`src/rtl/score_display_ctrl.sv`:
```
// Two-player BCD scoreboard with game-over detection and a
// 4-digit multiplexed seven-segment scan (P1 tens..P2 ones).
//
// Ports:
//   clk, rst            clock, synchronous active-high reset
//   win_p1, win_p2      round-win levels (edge-detected here)
//   clear               new-game request (scores, game_over, winner)
//   bcd                 digit code, 0..9 or 4'hF = blank
//   digit_sel           active-low digit enable
//   game_over, winner   end-of-game flag, 01 = P1, 10 = P2
module score_display_ctrl #(
  parameter int unsigned SCAN_DIV  = 50000,
  parameter int unsigned WIN_LIMIT = 7
) (
  input  logic       clk,
  input  logic       rst,
  input  logic       win_p1,
  input  logic       win_p2,
  input  logic       clear,
  output logic [3:0] bcd,
  output logic [3:0] digit_sel,
  output logic       game_over,
  output logic [1:0] winner
);

  localparam int unsigned CW = $clog2(SCAN_DIV);
  localparam logic [CW-1:0] CNT_MAX = CW'(SCAN_DIV - 1);
  localparam logic [CW-1:0] CNT_ONE = CW'(1);
  localparam logic [7:0] LIM = {4'(WIN_LIMIT / 10), 4'(WIN_LIMIT % 10)};

  logic [7:0]    p1_q, p1_d;
  logic [7:0]    p2_q, p2_d;
  logic          r1_q, r2_q;
  logic [CW-1:0] cnt_q, cnt_d;
  logic [1:0]    idx_q, idx_d;
  logic [3:0]    bcd_q, bcd_d;
  logic [3:0]    sel_q, sel_d;
  logic          go_q, go_d;
  logic [1:0]    win_q, win_d;
  logic          e1, e2;

  // Saturating two-digit BCD increment.
  function automatic logic [7:0] bcd_inc(input logic [7:0] s);
    logic [7:0] r;
    if (s == 8'h99)
      r = s;
    else if (s[3:0] == 4'd9)
      r = {s[7:4] + 4'd1, 4'd0};
    else
      r = {s[7:4], s[3:0] + 4'd1};
    return r;
  endfunction

  // Leading-zero blanking for tens digits.
  function automatic logic [3:0] tens(input logic [3:0] t);
    return (t == 4'd0) ? 4'hF : t;
  endfunction

  assign e1 = win_p1 & ~r1_q;
  assign e2 = win_p2 & ~r2_q;

  always_comb begin
    p1_d  = p1_q;
    p2_d  = p2_q;
    go_d  = go_q;
    win_d = win_q;
    if (clear) begin
      p1_d  = 8'h00;
      p2_d  = 8'h00;
      go_d  = 1'b0;
      win_d = 2'b00;
    end else if (!go_q && (e1 ^ e2)) begin
      if (e1) begin
        p1_d = bcd_inc(p1_q);
        if (p1_d == LIM) begin
          go_d  = 1'b1;
          win_d = 2'b01;
        end
      end else begin
        p2_d = bcd_inc(p2_q);
        if (p2_d == LIM) begin
          go_d  = 1'b1;
          win_d = 2'b10;
        end
      end
    end
  end

  // Display is reloaded every cycle from the settled score, so a
  // score change shows up one cycle after it lands.
  always_comb begin
    cnt_d = cnt_q + CNT_ONE;
    idx_d = idx_q;
    if (cnt_q == CNT_MAX) begin
      cnt_d = '0;
      idx_d = idx_q + 2'd1;
    end
    sel_d = 4'b1110;
    bcd_d = p2_q[3:0];
    unique case (idx_d)
      2'd0: begin
        sel_d = 4'b1110;
        bcd_d = p2_q[3:0];
      end
      2'd1: begin
        sel_d = 4'b1101;
        bcd_d = tens(p2_q[7:4]);
      end
      2'd2: begin
        sel_d = 4'b1011;
        bcd_d = p1_q[3:0];
      end
      2'd3: begin
        sel_d = 4'b0111;
        bcd_d = tens(p1_q[7:4]);
      end
    endcase
  end

  always_ff @(posedge clk) begin
    if (rst) begin
      p1_q  <= 8'h00;
      p2_q  <= 8'h00;
      r1_q  <= 1'b0;
      r2_q  <= 1'b0;
      cnt_q <= '0;
      idx_q <= 2'd0;
      bcd_q <= 4'h0;
      sel_q <= 4'b1110;
      go_q  <= 1'b0;
      win_q <= 2'b00;
    end else begin
      p1_q  <= p1_d;
      p2_q  <= p2_d;
      r1_q  <= win_p1;
      r2_q  <= win_p2;
      cnt_q <= cnt_d;
      idx_q <= idx_d;
      bcd_q <= bcd_d;
      sel_q <= sel_d;
      go_q  <= go_d;
      win_q <= win_d;
    end
  end

  assign bcd       = bcd_q;
  assign digit_sel = sel_q;
  assign game_over = go_q;
  assign winner    = win_q;

endmodule
```
`config.mk`:
```
export PLATFORM = sky130hd
export DESIGN_NAME = score_display_ctrl
export DESIGN_NICKNAME = d
export VERILOG_FILES = /design/src/rtl/score_display_ctrl.sv
export SDC_FILE = /design/constraint.sdc
export NUM_CORES = 1
export LEC_CHECK = 0
export CORE_MARGIN = 2
export CORE_UTILIZATION = 40
export CTS_BUF_LIST = sky130_fd_sc_hd__clkbuf_8 sky130_fd_sc_hd__clkbuf_16
export DETAILED_ROUTE_END_ITERATION = 8
export DONT_BUFFER_PORTS = 1
export GPL_ROUTABILITY_DRIVEN = 1
export PLACE_DENSITY = 0.65
export SLEW_MARGIN = 40
export SYNTH_ARGS = -nofsm -noshare
export SYNTH_HDL_FRONTEND = slang
export SYNTH_SLANG_ARGS = --single-unit
```
`constraint.sdc`:
```
create_clock -name clk -period 1.96 [get_ports clk]
set_input_delay 0.392 -clock clk [delete_from_list [all_inputs] [get_ports clk]]
set_output_delay 0.392 -clock clk [all_outputs]
set_load 0.05 [all_outputs]
```
==> results.py, run 1 <==
metrics = {
    "sta": {
        "fin_crit_sh": 0.911,
        "relSlewSlack": 0.629,
        "fin_setup_tns_ps": 0,
        "max_freq_ghz": 0.560,
        "layout_min_cycle_time_ps": 1790,
        "clock-skew-final_ps": 7.08,
        "tightest_slew_ps": 556,
        "rsz0062_at_grt": "false",
        "finalHoldViolations": 0,
        "finalSetupViolCount": 0,
        "slew_viol_final": 0,
        "fin_ws_ps": 174,
    },
    "route": {
        "via_per_inst": 5.20,
        "drt-initial-drc-count": 89,
        "routed_wl_um": 4580,
        "ant_nets": 0,
        "post-route-drc-count": 0,
        "drt-wirelength-per-cell_um": 13.4,
        "first_pass_iters": 4,
        "vias": 1773,
    },
    "synthesis": {
        "synth_top_area_share": 0.403,
        "synth.most_common_cell": "dfxtp_1",
        "synth.area.top_cells": "dfxtp_1 40%, nor2_1 6.1%, xor2_1 4.9%",
        "async_reset_ff_frac": 0,
        "synth_nets": 277,
        "yosysWarnings": 0,
        "ys_ff_latch": 47,
        "postSynthAreaPerCell_sq_um": 8.81,
        "synth_area_sq_um": 2330,
        "synth_enable_flop_cells": 0,
        "synth_top_area_cell": "dfxtp_1",
        "synth.distinct_cells": 46,
        "ys_top_cells_by_count": "47 x dfxtp_1, 38 x nor2_1, 14 x nand2_1, 14 x nand3_1, 13 x xor2_1",
        "synthCells": 265,
        "seq_area_frac_synth": 0.403,
        "synthFlopType": "dfxtp_1",
    },
    "finish": {
        "nets": 280,
        "antenna_cells": 0,
        "syn_to_final_growth_pct": 8.10,
        "drive_gt1_frac": 0.104,
    },
    "pwr": {
        "clockPowerShare": 0.362,
        "power_density_nw_per_um2": 636,
        "p_seq_frac": 0.606,
        "p_total_mw": 1.61,
        "combPwrFrac": 0.032,
        "p_int_mw": 1.23,
        "switching_share": 0.232,
        "switchingPower_uw": 373,
        "ir_drop_mv": 0.248,
        "power_leakage_nw": 0.963,
    },
    "global_routing": {
        "grt.overflow.total": 0,
        "grt_max_degree": 17,
        "grt_pass1_wl_um": 8030,
        "grt_antenna_before_repair": 0,
        "track_usage": 0.161,
        "grt_pass1_vias": 1694,
    },
    "floorplan": {
        "die-area_sq_um": 6460,
        "num_rows": 27,
        "coreArea_sq_um": 5570,
        "die_x_um": 80.4,
        "ioPinCount": 16,
        "dieHeight_um": 80.4,
        "start_util": 0.419,
    },
    "clock_tree": {
        "cts_tree": "yes",
        "cts_resized": 0,
        "clock-sinks": 47,
        "clk_pin_slew_ps": 90,
        "cts_hold_buffers": 0,
        "cts-buffers-inserted": 5,
        "htreeDepth": 2,
        "cts_buffer_depth": 2,
        "clk_latency_ps": 300,
        "post-cts-setup-buffers": 0,
        "cts_root_buf": "clkbuf_8",
    },
    "critical_path": {
        "path_class": "register to register",
        "cp.arrival_ps": 2020,
        "cpPeakStageDelay_ps": 460,
        "end_kind": "register",
        "path_max_fanout": 8,
        "crit_path_cell_trace": "nor4bb_1 > buf_4 > nand3_1 > a221oi_2 > nor2_1 > a21oi_1",
        "cp-start-kind": "register",
        "cp.required_ps": 2190,
        "cp_slowest_cell": "dfxtp_1",
    },
    "placement": {
        "place.gp.congestion": 0.764,
        "portBuffers": 0,
        "dp_hpwl_um": 3260,
        "post-place-ws_ps": 228,
    },
    "min_path": {
        "hold_class": "primary input to register",
    },
    "job": {
        "drv_cap": 0,
    },
    "status": {
        "outcome": "completed",
    },
}
[per-layer routing]
| layer | vias up | GRT usage | part of all wire |
|---|---|---|---|
| met5 | - | 0 | 0 |
| met4 | 0 | 0.0610 | 0.014 |
| met3 | 6 | 0.0337 | 0.052 |
| met2 | 30 | 0.239 | 0.44 |
| met1 | 812 | 0.227 | 0.50 |
| li1 | 925 | - | - |
[critical path: cells and delay by family, from the launching register on]
kind,cells,cell delay [ps]
buffers and inverters,1,220
AO/OA/AOI/OAI,2,490
AND/OR/NAND/NOR,3,550
flip-flops,1,460
[registers in the layout, summed over array words and instances, names as in the netlist, 2 cells and up]
name,count
idx_q,2
p2_q,8
digit_sel,4
cnt_q,16
winner,2
bcd,4
p1_q,8
[power by group through the flow]
stage / registers, mW / clock network (mW) / logic [mW]
floorplan: 0.992 / 0 / 0.0437
global placement: 0.995 / 0 / 0.0518
detailed placement: 0.995 / 0 / 0.0525
CTS: 0.973 / 0.600 / 0.0526
global route: 0.975 / 0.651 / 0.0579
finish: 0.973 / 0.581 / 0.0518
[cell usage in the layout, fill, tap and decap left out, types with 5 or more instances in the layout]
| cell type | instances |
|---|---|
| mux2i_1 | 6 |
| nand3_1 | 14 |
| xnor2_1 | 9 |
| nand4_1 | 6 |
| buf_4 | 9 |
| clkbuf_8 | 5 |
| dfxtp_1 | 47 |
| o21ai_0 | 6 |
| nor2b_1 | 7 |
| nor2_1 | 38 |
| xor2_1 | 13 |
| nand2_1 | 14 |
| nor3_1 | 5 |
| ha_1 | 7 |
| o22ai_1 | 6 |
| a21oi_1 | 12 |
| inv_1 | 11 |
[metrics by stage]
step / util / cells / hold WS, ps / area (sq um)
detailed placement: 0.437 / 333 / 441 / 2430
global route: 0.453 / 341 / 131 / 2520
floorplan: - / 265 / 413 / 2330
CTS: 0.453 / 341 / 144 / 2520
global placement: 0.437 / 333 / 423 / 2430
finish: 0.453 / 341 / 150 / 2520
[path summary, 6_finish.rpt]
kind / from / end / slack (ps) / cells past startpoint
setup reg to reg: p2_q[3] / game_over / 170 / 6
setup / recovery: p2_q[3] / game_over / 170 / 6
hold / removal: rst / r1_q / 150 / 1
hold reg to reg: cnt_q[0] / cnt_q[0] / 460 / 1
[logic make-up after synthesis]
group                    after synthesis  synth area share
AO/OA/AOI/OAI                         39             0.107
XOR/XNOR                              23            0.0895
adder cells (fa/ha/maj)                7            0.0375
buffers and inverters                 24            0.0424
flip-flops                            47             0.403
multiplexers                           8            0.0375
AND/OR/NAND/NOR                      117             0.283
[cell type report]
type | instances | area, sq um
flip-flops and latches | 47 | 941
repair buffers | 9 | 67.6
inverters | 11 | 41.3
clock buffers | 5 | 68.8
well taps | 72 | 90.1
multi-input cells | 194 | 1290
clock inverters | 3 | 20.0
fillers | 553 | 3050
No activity file was read; power rests on OpenSTA's default activity.
==> run 2: changes to the inputs <==
--- a/config.mk
+++ b/config.mk
@@ -7,11 +7,11 @@
 export LEC_CHECK = 0
 export CORE_MARGIN = 2
 export CORE_UTILIZATION = 40
-export CTS_BUF_LIST = sky130_fd_sc_hd__clkbuf_8 sky130_fd_sc_hd__clkbuf_16
+export CTS_CLUSTER_DIAMETER = 50
 export DETAILED_ROUTE_END_ITERATION = 8
 export DONT_BUFFER_PORTS = 1
 export GPL_ROUTABILITY_DRIVEN = 1
-export PLACE_DENSITY = 0.65
+export PLACE_DENSITY = 0.67
 export SLEW_MARGIN = 40
 export SYNTH_ARGS = -nofsm -noshare
 export SYNTH_HDL_FRONTEND = slang
==> constraint.sdc (replaced) <==
create_clock -name clk -period 1.6 [get_ports clk]
set_input_delay 0.32 -clock clk [delete_from_list [all_inputs] [get_ports clk]]
set_output_delay 0.32 -clock clk [all_outputs]
set_load 0.05 [all_outputs]
==> results.py, run 2 (synthesis results as in run 1) <==
metrics = {
    "placement": {
        "post_dp_cell_area_sq_um": 2700,
        "portBuffers": 0,
        "dp_hpwl_um": 3520,
        "dpl.cell_count": 366,
        "place.gp.congestion": 0.807,
    },
    "finish": {
        "largest_reg_flops": 16,
        "final_cell_mix": "40 x dfxtp_1, 40 x buf_4, 37 x nor2_1",
        "regMostFlops": "cnt_q",
        "antenna_cells": 0,
        "syn_to_final_growth_pct": 25.6,
        "largestRegisters": "cnt_q x16, p1_q x8, p2_q x8",
        "design_area_sq_um": 2930,
        "drive_gt1_frac": 0.271,
        "nets": 314,
        "final_util": 0.526,
        "final_cells": 375,
        "fillers": 506,
    },
    "sta": {
        "clock-skew-final_ps": 5.69,
        "fin_ws_ps": -54.8,
        "max_freq_ghz": 0.604,
        "whs_ps": 74.4,
        "layout_min_cycle_time_ps": 1650,
        "fin_crit_sh": 1.03,
        "finalHoldViolations": 0,
        "relSlewSlack": 0.654,
        "slew_viol_final": 0,
        "tightest_slew_ps": 519,
        "finalSetupViolCount": 2,
        "rsz0062_at_grt": "true",
    },
    "critical_path": {
        "path_max_fanout": 7,
        "cp-start-kind": "register",
        "regToRegSetupSlack_ps": -50,
        "cp.required_ps": 1790,
        "end_kind": "register",
        "cp.arrival_ps": 1850,
        "path_class": "register to register",
    },
    "pwr": {
        "power_density_nw_per_um2": 701,
        "switchingPower_uw": 444,
        "clockPowerShare": 0.381,
        "switching_share": 0.216,
        "combPwrFrac": 0.040,
        "p_int_mw": 1.61,
        "ir_drop_mv": 0.409,
        "p_seq_frac": 0.579,
        "p_total_mw": 2.06,
        "power_leakage_nw": 1.19,
    },
    "global_routing": {
        "grt.overflow.total": 0,
        "track_usage": 0.162,
        "grt_max_degree": 17,
        "grt_pass1_vias": 1737,
        "grt_antenna_before_repair": 0,
        "grt_pass1_wl_um": 8050,
    },
    "clock_tree": {
        "cts_hold_buffers": 0,
        "clk_pin_slew_ps": 80,
        "clock-sinks": 47,
        "clk_latency_ps": 300,
        "cts_root_buf": "clkbuf_8",
        "cts_buffer_depth": 2,
        "cts_tree": "yes",
        "cts-buffers-inserted": 5,
        "htreeDepth": 2,
    },
    "route": {
        "drt-wirelength-per-cell_um": 13.0,
        "via_per_inst": 5.15,
        "vias": 1933,
        "drt-initial-drc-count": 139,
        "routed_wl_um": 4890,
        "ant_nets": 0,
        "first_pass_iters": 4,
        "post-route-drc-count": 0,
    },
    "floorplan": {
        "dieHeight_um": 80.4,
        "ioPinCount": 16,
        "start_util": 0.419,
        "die-area_sq_um": 6460,
        "die_x_um": 80.4,
        "coreArea_sq_um": 5570,
        "num_rows": 27,
    },
    "min_path": {
        "hold_class": "primary input to register",
    },
    "job": {
        "drv_cap": 0,
    },
    "status": {
        "violations": "setup timing",
        "outcome": "finished, violations left",
    },
}
-- run 2: cell types whose count changed in the layout (fill, tap and decap cells not counted), sizes merged --
cell,delta
buf,+34
clkbuf,+3
clkinv,-1
clkinvlp,-2
-- run 2: power groups by stage --
| stage | Clock (mW) | Sequential (mW) | Combinational [mW] |
|---|---|---|---|
| global placement | 0 | 1.22 | 0.0770 |
| detailed placement | 0 | 1.22 | 0.0770 |
| global route | 0.855 | 1.19 | 0.0924 |
| CTS | 0.808 | 1.19 | 0.0775 |
| finish | 0.784 | 1.19 | 0.0812 |
| floorplan | 0 | 1.22 | 0.0535 |
-- run 2: final cells by class --
type	instances	area (sq um)	share of cell area
Inverter	11	41.3	0.0141
Tap cell	72	90.1	0.0307
Multi-Input combinational cell	194	1400	0.479
Clock buffer	8	100	0.0342
Sequential cell	47	952	0.325
Timing Repair Buffer	43	343	0.117
-- run 2: path summary, 6_finish.rpt --
path / to / cells after the start / start
worst min register to register: cnt_q[15] / 2 / cnt_q[15]
worst max-delay path: bcd[3] / 6 / cnt_q[1]
worst min-delay path: bcd[2] / 1 / rst
worst max register to register: bcd[3] / 6 / cnt_q[1]
-- run 2: stage by stage --
step / setup TNS [ps] / setup slack [ps]
CTS: -24.6 / -24.6
detailed placement: -43.6 / -32.7
global placement: 0 / 11.1
global route: -709 / -126
finish: -74.2 / -54.8
floorplan: 0 / 23.3
-- run 2: what timing repair did --
action | CTS | global route
pin swaps | 2 | 9
gates cloned | 0 | 0
endpoints found under the hold margin | 0 | 0
gates resized for setup | 3 | 25
buffers inserted | 0 | 1
endpoints found under the setup margin | 5 | 16
-- run 2: critical path, stage by stage, from the launching register on --
cell      delay (ps)
dfxtp_1          370
ha_4             150
nand3_2          100
nand4b_4         310
mux2i_4          300
nor3b_1           80
a211o_1          260
-- run 2: per-layer routing --
metal	GRT usage	part of all wire	up-vias
li1	-	-	999
met1	0.219	0.49	896
met2	0.248	0.45	33
met3	0.0360	0.037	5
met4	0.0661	0.013	0
met5	0	0	-
==> run 3: changes to the inputs <==
--- a/config.mk
+++ b/config.mk
@@ -11,7 +11,7 @@
 export DETAILED_ROUTE_END_ITERATION = 8
 export DONT_BUFFER_PORTS = 1
 export GPL_ROUTABILITY_DRIVEN = 1
-export PLACE_DENSITY = 0.67
+export PLACE_DENSITY = 0.65
 export SLEW_MARGIN = 40
 export SYNTH_ARGS = -nofsm -noshare
 export SYNTH_HDL_FRONTEND = slang
==> constraint.sdc (replaced) <==
create_clock -name clk -period 2.1 [get_ports clk]
set_input_delay 0.42 -clock clk [delete_from_list [all_inputs] [get_ports clk]]
set_output_delay 0.42 -clock clk [all_outputs]
set_load 0.05 [all_outputs]
==> results.py, run 3 (synthesis results as in run 1) <==
metrics = {
    "floorplan": {
        "start_util": 0.419,
        "ioPinCount": 16,
        "coreArea_sq_um": 5570,
        "die-area_sq_um": 6460,
        "num_rows": 27,
        "dieHeight_um": 80.4,
        "die_x_um": 80.4,
    },
    "clock_tree": {
        "clk_pin_slew_ps": 100,
        "cts_hold_buffers": 0,
        "htreeDepth": 2,
        "cts_root_buf": "clkbuf_8",
        "post-cts-setup-buffers": 0,
        "cts-buffers-inserted": 5,
        "cts_buffer_depth": 2,
        "cts_tree": "yes",
        "cts_resized": 0,
        "clock-sinks": 47,
        "clk_latency_ps": 300,
    },
    "critical_path": {
        "path_max_fanout": 8,
        "cp.required_ps": 2340,
        "crit_path_cell_trace": "nor4bb_1 > buf_4 > nand3_1 > a221oi_2 > nor2_1 > a21oi_1",
        "critical_path_buf_inv_count": 1,
        "path_class": "register to register",
        "cp.arrival_ps": 1990,
        "cp_slowest_cell": "dfxtp_1",
        "cp-start-kind": "register",
        "end_kind": "register",
        "crit_family": "simple AND/OR/NAND/NOR gates",
        "cpPeakStageDelay_ps": 450,
    },
    "route": {
        "drt-wirelength-per-cell_um": 13.3,
        "via_per_inst": 5.16,
        "post-route-drc-count": 0,
        "vias": 1750,
        "routed_wl_um": 4510,
        "first_pass_iters": 4,
        "drt-initial-drc-count": 107,
        "ant_nets": 0,
    },
    "min_path": {
        "hold_class": "primary input to register",
    },
    "sta": {
        "layout_min_cycle_time_ps": 1750,
        "fin_crit_sh": 0.834,
        "rsz0062_at_grt": "false",
        "finalHoldViolations": 0,
        "slew_viol_final": 0,
        "max_freq_ghz": 0.571,
        "fin_setup_tns_ps": 0,
        "finalSetupViolCount": 0,
        "tightest_slew_ps": 552,
        "relSlewSlack": 0.631,
        "clock-skew-final_ps": 12.6,
        "fin_ws_ps": 348,
    },
    "global_routing": {
        "grt_pass1_wl_um": 7860,
        "track_usage": 0.157,
        "grt_antenna_before_repair": 0,
        "grt_max_degree": 17,
        "grt_pass1_vias": 1670,
        "grt.overflow.total": 0,
    },
    "finish": {
        "drive_gt1_frac": 0.0974,
        "final_common_cell": "dfxtp_1",
        "regMostFlops": "cnt_q",
        "nets": 278,
        "final_cell_mix": "47 x dfxtp_1, 38 x nor2_1, 14 x nand2_1, 14 x nand3_1, 13 x xor2_1",
        "largestRegisters": "cnt_q x16, p1_q x8, p2_q x8",
        "syn_to_final_growth_pct": 9.49,
        "largest_reg_flops": 16,
        "antenna_cells": 0,
        "regArea_sq_um": 941,
        "fillers": 542,
        "multi_input_area_sq_um": 1290,
    },
    "job": {
        "drv_cap": 0,
    },
    "status": {
        "outcome": "completed",
    },
    "placement": {
        "portBuffers": 0,
        "dp_hpwl_um": 3190,
        "post-place-ws_ps": 350,
        "place.gp.congestion": 0.778,
    },
    "pwr": {
        "power_density_nw_per_um2": 682,
        "power_leakage_nw": 0.977,
        "ir_drop_mv": 0.348,
    },
}
-- run 3: path summary, 6_finish.rpt --
kind	startpoint	endpoint	slack, ps	depth (start not counted)
hold / removal	rst	digit_sel[0]	170	1
setup / recovery	p2_q[3]	game_over	350	6
hold reg to reg	cnt_q[0]	cnt_q[0]	440	1
setup reg to reg	p2_q[3]	game_over	350	6
-- run 3: through the flow --
stage | cell area (sq um) | total power [mW] | hold WS [ps] | instances | util
after floorplan | 2330 | 0.967 | 413 | 265 | -
after global placement | 2420 | 0.975 | 424 | 331 | 0.434
after detailed placement | 2420 | 0.976 | 440 | 331 | 0.434
after CTS | 2550 | 1.76 | 168 | 339 | 0.458
after global routing | 2550 | 1.81 | 151 | 339 | 0.458
final | 2550 | 1.74 | 173 | 339 | 0.458
-- run 3: final cells by class --
type                       instances  area share
inverter                          11      0.0162
timing repair buffer               7      0.0206
tap                               72      0.0353
clock buffer                       5      0.0269
clock inverter                     3      0.0264
sequential                        47       0.368
multi-input combinational        194       0.506
-- run 3: power breakdown --
group	switching, mW	total, mW	internal [mW]
clock	0.313	0.788	0.475
sequential	0.00846	0.908	0.900
combinational	0.0293	0.0470	0.0177
total	0.351	1.74	1.39
-- run 3: routing by layer --
metal / up-vias / share of wire / global-route usage
met4: 0 / 0.011 / 0.0407
met5: - / 0 / 0
met1: 800 / 0.52 / 0.218
met2: 24 / 0.43 / 0.238
li1: 920 / - / -
met3: 6 / 0.042 / 0.0449
